$ cat src/rtl/uart_rx_pkg.sv
// uart_rx_pkg: shared UART receiver definitions.
//   rx_state_t : receiver FSM encoding (IDLE=0, START=1, DATA=2, PARITY=3, STOP=4, BREAK=5)
//   baud_div   : clock cycles per bit, rounded to nearest
package uart_rx_pkg;

    typedef enum logic [2:0] {
        IDLE   = 3'd0,
        START  = 3'd1,
        DATA   = 3'd2,
        PARITY = 3'd3,
        STOP   = 3'd4,
        BREAK  = 3'd5
    } rx_state_t;

    function automatic int baud_div(input int clk_mhz, input int baud);
        return (clk_mhz * 1000000 + baud / 2) / baud;
    endfunction

endpackage

$ cat src/rtl/sync_fifo.sv
// sync_fifo: generic single-clock FIFO with a registered head word.
//   clk, resetn : clock, asynchronous active-low reset
//   push, din   : write strobe and data; a push when full is dropped unless a pop happens in the same cycle
//   pop         : read strobe; ignored when empty
//   dout        : registered head word, zero when empty
//   full, empty : status flags
//   count       : current occupancy (0..DEPTH)
module sync_fifo #(
    parameter int WIDTH = 8,
    parameter int DEPTH = 8
) (
    input  logic                     clk,
    input  logic                     resetn,
    input  logic                     push,
    input  logic [WIDTH-1:0]         din,
    input  logic                     pop,
    output logic [WIDTH-1:0]         dout,
    output logic                     full,
    output logic                     empty,
    output logic [$clog2(DEPTH):0]   count
);

    localparam int AW = $clog2(DEPTH);

    logic [WIDTH-1:0] mem [DEPTH];
    logic [AW-1:0]    wr_ptr, rd_ptr, rd_next;
    logic [AW:0]      cnt_next, kept;
    logic [WIDTH-1:0] head_next;
    logic             do_push, do_pop;

    assign full  = count == (AW+1)'(DEPTH);
    assign empty = count == '0;

    always_comb begin
        do_push  = push & (~full | pop);
        do_pop   = pop & ~empty;
        rd_next  = rd_ptr + AW'(do_pop);
        kept     = count - (AW+1)'(do_pop);
        cnt_next = kept + (AW+1)'(do_push);
        // When nothing survives the pop, the new head (if any) is the word being pushed now.
        head_next = cnt_next == '0 ? '0 : kept == '0 ? din : mem[rd_next];
    end

    always_ff @(posedge clk)
        if (do_push) mem[wr_ptr] <= din;

    always_ff @(posedge clk or negedge resetn)
        if (!resetn) begin
            wr_ptr <= '0;
            rd_ptr <= '0;
            count  <= '0;
            dout   <= '0;
        end else begin
            wr_ptr <= wr_ptr + AW'(do_push);
            rd_ptr <= rd_next;
            count  <= cnt_next;
            dout   <= head_next;
        end

endmodule

$ cat src/rtl/uart_rx.sv
// uart_rx: memory-mapped UART receiver (8N1, or 8E1 when UART_RX_PARITY_EN is defined) with a receive FIFO.
//   clk, resetn : clock, asynchronous active-low reset
//   rx          : serial input, idles high, asynchronous to clk
//   rd_data     : FIFO head byte (0 when empty); rd_valid: FIFO non-empty; rd_ready: pop strobe
//   count       : FIFO occupancy
//   frame_err   : sticky, stop bit sampled low; overrun: sticky, byte dropped on a full FIFO
//   parity_err  : sticky parity mismatch (only with UART_RX_PARITY_EN)
//   clr_err     : clears the sticky flags; a same-cycle error event wins
module uart_rx
    import uart_rx_pkg::*;
#(
    parameter int CLK_MHZ    = 12,
    parameter int BAUD       = 115200,
    parameter int FIFO_DEPTH = 8
) (
    input  logic                          clk,
    input  logic                          resetn,
    input  logic                          rx,
    output logic [7:0]                    rd_data,
    output logic                          rd_valid,
    input  logic                          rd_ready,
    output logic [$clog2(FIFO_DEPTH):0]   count,
    output logic                          frame_err,
    output logic                          overrun,
`ifdef UART_RX_PARITY_EN
    output logic                          parity_err,
`endif
    input  logic                          clr_err
);

    localparam int DIV = baud_div(CLK_MHZ, BAUD);
    localparam int CW  = $clog2(DIV);
    localparam logic [CW-1:0] RELOAD = CW'(DIV - 1);
    localparam logic [CW-1:0] HALF   = CW'(DIV / 2 - 1);

    rx_state_t   state;
    logic [1:0]  sync;
    logic        rx_s, rx_d;
    logic [CW-1:0] cnt;
    logic [2:0]  idx;
    logic [7:0]  sh;
    logic        push_q, full, empty, tick;
`ifdef UART_RX_PARITY_EN
    logic        par_bad;
`endif

    assign rx_s     = sync[1];
    assign tick     = cnt == '0;
    assign rd_valid = ~empty;

    always_ff @(posedge clk or negedge resetn)
        if (!resetn) begin
            sync      <= 2'b11;
            rx_d      <= 1'b1;
            state     <= IDLE;
            cnt       <= '0;
            idx       <= '0;
            sh        <= '0;
            push_q    <= 1'b0;
            frame_err <= 1'b0;
`ifdef UART_RX_PARITY_EN
            par_bad    <= 1'b0;
            parity_err <= 1'b0;
`endif
        end else begin
            sync   <= {sync[0], rx};
            rx_d   <= rx_s;
            push_q <= 1'b0;
            if (clr_err) frame_err <= 1'b0;
`ifdef UART_RX_PARITY_EN
            if (clr_err) parity_err <= 1'b0;
`endif
            if (state != IDLE && state != BREAK && !tick) cnt <= cnt - 1'b1;
            case (state)
                IDLE:
                    if (rx_d && !rx_s) begin
                        cnt   <= HALF;
                        state <= START;
                    end
                START:
                    if (tick) begin
                        cnt   <= RELOAD;
                        idx   <= '0;
                        state <= rx_s ? IDLE : DATA;
                    end
                DATA:
                    if (tick) begin
                        sh  <= {rx_s, sh[7:1]};
                        cnt <= RELOAD;
                        idx <= idx + 1'b1;
`ifdef UART_RX_PARITY_EN
                        if (idx == 3'd7) state <= PARITY;
`else
                        if (idx == 3'd7) state <= STOP;
`endif
                    end
`ifdef UART_RX_PARITY_EN
                PARITY:
                    if (tick) begin
                        // Even parity: data bits plus parity bit must XOR to zero.
                        par_bad <= ^{sh, rx_s};
                        if (^{sh, rx_s}) parity_err <= 1'b1;
                        cnt   <= RELOAD;
                        state <= STOP;
                    end
`endif
                STOP:
                    if (tick) begin
                        if (rx_s) begin
`ifdef UART_RX_PARITY_EN
                            push_q <= ~par_bad;
`else
                            push_q <= 1'b1;
`endif
                            state <= IDLE;
                        end else begin
                            frame_err <= 1'b1;
                            state     <= BREAK;
                        end
                    end
                BREAK:
                    if (rx_s) state <= IDLE;
                default:
                    state <= IDLE;
            endcase
        end

    always_ff @(posedge clk or negedge resetn)
        if (!resetn) overrun <= 1'b0;
        else overrun <= (overrun & ~clr_err) | (push_q & full & ~rd_ready);

    sync_fifo #(
        .WIDTH (8),
        .DEPTH (FIFO_DEPTH)
    ) u_fifo (
        .clk    (clk),
        .resetn (resetn),
        .push   (push_q),
        .din    (sh),
        .pop    (rd_ready),
        .dout   (rd_data),
        .full   (full),
        .empty  (empty),
        .count  (count)
    );

endmodule
$ cat config.mk
export PLATFORM = sky130hd
export DESIGN_NAME = uart_rx
export DESIGN_NICKNAME = d
export VERILOG_FILES = /design/src/rtl/uart_rx_pkg.sv /design/src/rtl/sync_fifo.sv /design/src/rtl/uart_rx.sv
export SDC_FILE = /design/constraint.sdc
export NUM_CORES = 1
export LEC_CHECK = 0
export ABC_AREA = 1
export BUFFER_PORTS_ARGS = -buffer_cell sky130_fd_sc_hd__buf_2
export CORE_MARGIN = 1.5
export CORE_UTILIZATION = 40
export CTS_CLUSTER_DIAMETER = 40
export DETAILED_ROUTE_END_ITERATION = 8
export PLACE_DENSITY = 0.55
export RECOVER_POWER = 100
export SLEW_MARGIN = 20
export SYNTH_ARGS = -nofsm -noshare
export SYNTH_HDL_FRONTEND = slang
export SYNTH_HIERARCHICAL = 1
export SYNTH_SLANG_ARGS = --single-unit
$ cat constraint.sdc
create_clock -name clk -period 3 [get_ports clk]
set_input_delay 0.45 -clock clk [delete_from_list [all_inputs] [get_ports clk]]
set_output_delay 0.45 -clock clk [all_outputs]
set_load 0.01 [all_outputs]
==> summary.md <==
| Metric | Value |
|---|---|
| Worst path required time | `3.23 ns` |
| Die Span X | `114 um` |
| Hold/Removal Path Class | `input port to register` |
| Fin util | `roughly 45%` |
| Site Rows | `40` |
| Hold slack | `0.196 ns` |
| Die Ht | `114 um` |
| Worst slew margin | `-62.8%` |
| Number of fill cells | `1166` |
| Slowest-stage cell, CP | `dfrtp_1` |
| CP Cell Sequence | `nor2_1, inv_1, nor3_1, nor2_1, ha_1, ha_1, inv_1, ha_1, nor2_1, nand3_1, nor2_4, nor2_1` |
| Num CTS Buffers | `9` |
| Met3 wire len | `326 um` |
| DIE AREA | `around 13000 um2` |
| Antenna cells | `0` |
| Synthesis Warnings | `6` |
| Final setup violating endpoints | `0` |
| #FFs+latches synth | `109` |
| Worst-margin pin slew | `2.44 ns` |
| Failing checks | `max-capacitance violations, max-slew violations` |
| CTS Buffer Depth | `2` |
| Multi-input gate area | `1550 um2` |
| Fmax | `0.386 GHz` |
| Share of post-route cells with drive strength above 1 | `9.56%` |
| Pwr/cell area | `998 nW/um2` |
| Clk Latency, worst-skew pair | `0.34 ns` |
| Clk slew on worst S/H paths | `~0.070 ns` |
| Global-route wire length before repair | `approximately 16000 um` |
| Crit path DAT | `2.82 ns` |
| Starting density of the core | `between 40 and 50%` |
| Post-synthesis sequential area ratio | `62.3%` |
| Crit Path Class | `register to register` |
| # port buffers | `19` |
| Post-synth cell types | `31` |
| Hold_buf cts | `0` |
| Synthesized area | `4890 um2` |
| Met1 Wirelength | `around 4400 um` |
| Top cell by count, worst path | `nor2_1` |
| Root buffer cell | `clkbuf_16` |
| Highest metal used | `met4` |
| R2R Setup Slk | `0.41 ns` |
| Vias per cell | `roughly 5` |
| Lkg Pwr | `2.27 nW` |
| Status | `finished with violations` |
| CORE AREA | `12000 um2` |
| Max-cap violations | `1` |
| Setup TNS | `0 ns` |
| WL/cell | `approximately 14 um` |
| Post-route DRC | `0` |
| Syn_nets | `a little under 500` |
| DRT Pass-1 Iters | `4` |
| Final slew viol count | `46` |
| Nets | `a little over 500` |
| Crit path launch type | `register` |
| Total Routing Usage GR | `16.0%` |
| Tcrit/Tclk final | `a little under nine tenths` |
| DRT antenna net count | `0` |
| Post-CTS setup buffer count | `0` |
| Dpl hpwl | `between 6000 and 7000 um` |
| Clock skew | `~0.0080 ns` |
| Clk sinks | `109` |
| Final min period | `2.59 ns` |
| Peak VDD IR | `414 uV` |
| Vias in the first global route | `roughly 3200` |
| Total grt overflow | `0` |
| Final WL | `between 9000 and 10000 um` |
| IO Pins | `20` |
| Synthesized area per cell | `10.3 um2` |
| Largest net degree at the start of global routing | `46` |
| Gpl congestion | `0.802` |
| H-Tree Depth | `3` |
| Initial antenna violation count | `0` |
| Peak fanout along the critical path | `8` |
| Unrepaired setup endpoints after global routing | `no` |
| Area after DPL | `5140 um2` |
| Via count | `3228` |
| Worst setup EP type | `register` |
| Post-Syn Instances | `473` |
| Final instance area | `~5300 um2` |
| Resize count post-CTS | `0` |
| Register area | `slightly above 3000 um2` |
| Met2 routed WL | `4580 um` |
| Synthesis-to-finish area growth | `8.84%` |
| CTS tree | `yes` |
| Fin. Hold Viols | `0` |
| Iter 0 DRT Violations | `240` |
| CP max stage delay | `0.42 ns` |
-- cell usage after synthesis --
| library cell | instances | area, um2 |
|---|---|---|
| dfrtp_1 | 42 | 1050 |
| xor2_2 | 1 | 16.3 |
| inv_1 | 33 | 124 |
| nand2_1 | 144 | 541 |
| nand2_4 | 2 | 22.5 |
| o21ai_0 | 7 | 35.0 |
| nand3_4 | 1 | 17.5 |
| nand3_2 | 1 | 10.0 |
| nor2_4 | 4 | 45.0 |
| a21oi_2 | 3 | 26.3 |
| a21boi_1 | 1 | 7.51 |
| buf_2 | 4 | 20.0 |
| dfstp_2 | 3 | 78.8 |
| nor2_1 | 28 | 105 |
| nand4_1 | 7 | 43.8 |
| o21ai_2 | 5 | 43.8 |
| nand2_2 | 7 | 43.8 |
| edfxtp_1 | 64 | 1920 |
| xnor2_1 | 1 | 8.76 |
| nor2_2 | 5 | 31.3 |
| buf_6 | 1 | 11.3 |
| ha_1 | 12 | 150 |
| clkbuf_1 | 1 | 3.75 |
| o211ai_1 | 1 | 7.51 |
| inv_2 | 6 | 22.5 |
| xor2_1 | 3 | 26.3 |
| nand3b_1 | 9 | 67.6 |
| nand3_1 | 68 | 340 |
| nor3_1 | 3 | 15.0 |
| nor2_8 | 1 | 20.0 |
| buf_4 | 5 | 37.5 |
-- critical path, delay by kind of cell, from the launching register on --
family / cells / cell delay, ns
simple gates: 7 / 1.09
buf+inv: 2 / 0.14
flops: 1 / 0.42
fa+ha+maj: 3 / 0.83
-- through the flow --
stage	std cells	power [mW]	worst slack [ns]
2_1_floorplan	473	3.74	0.720
3_3_place_gp	633	4.29	0.593
3_5_place_dp	633	4.33	0.496
4_1_cts	649	5.47	0.444
5_1_grt	649	5.76	0.0899
6_report	649	5.32	0.411
-- metal layers --
metal	up-vias	track usage, %
met5	-	0
met4	0	6.50
met3	11	2.71
met2	50	26.7
met1	1536	20.9
li1	1631	-
-- final cells by class --
type                    instances  share of cell area, %
inverters                      39                   2.75
flip-flops and latches        109                   57.3
multi-input cells             314                   29.1
clock inverters                 6                  0.658
clock buffers                  10                   4.70
well taps                     147                   3.45
repair buffers                 24                   2.04
-- registers in the layout (all words and copies together), names as in the netlist --
register / cells
push_q: 1
sh: 8
u_fifo/count: 4
overrun: 1
state: 3
frame_err: 1
u_fifo/mem: 64
idx: 3
rx_d: 1
u_fifo/rd_ptr: 3
u_fifo/dout: 8
cnt: 7
u_fifo/wr_ptr: 3
sync: 2
-- cells by family (layout without fill, tap and decap cells) --
kind of cell | Yosys count | count (layout) | share of synthesized area, %
buffers and inverters | 50 | 79 | 4.47
AOI/OAI and AO/OA | 17 | 17 | 2.45
adders and majority gates | 12 | 12 | 3.07
and+or+nand+nor | 280 | 280 | 26.6
DFF | 109 | 109 | 62.3
xor gates and xnor gates | 5 | 5 | 1.05
-- power by group --
part,switching [mW],internal (mW)
Sequential,0.160,1.81
Clock,0.521,0.609
Combinational,1.49,0.727
-- cells in the final DEF, fill, tap and decap left out, types with 4 or more instances in the layout --
| master | count |
|---|---|
| buf_4 | 4 |
| clkbuf_1 | 17 |
| clkbuf_16 | 10 |
| dfrtp_1 | 42 |
| edfxtp_1 | 64 |
| ha_1 | 12 |
| inv_1 | 33 |
| inv_2 | 6 |
| nand2_1 | 148 |
| nand2_2 | 5 |
| nand3_1 | 69 |
| nand3b_1 | 9 |
| nand4_1 | 7 |
| nor2_1 | 32 |
| o21ai_0 | 10 |
| xor2_1 | 4 |
-- worst paths after layout --
check | from | end | cells after the start
worst max-delay path | u_fifo/count[2]$_DFF_PN0_ | u_fifo/dout[4]$_DFF_PN0_ | 12
max in group asynchronous | resetn | sh[1]$_DFFE_PN0P_ | 1
worst min-delay path | rx | sync[0]$_DFF_PN1_ | 1
min in group asynchronous | resetn | u_fifo/count[2]$_DFF_PN0_ | 1
worst min register to register | sync[0]$_DFF_PN1_ | sync[1]$_DFF_PN1_ | 0
worst max register to register | u_fifo/count[2]$_DFF_PN0_ | u_fifo/dout[4]$_DFF_PN0_ | 12
Note: power is estimated with default switching activity, not from simulation.
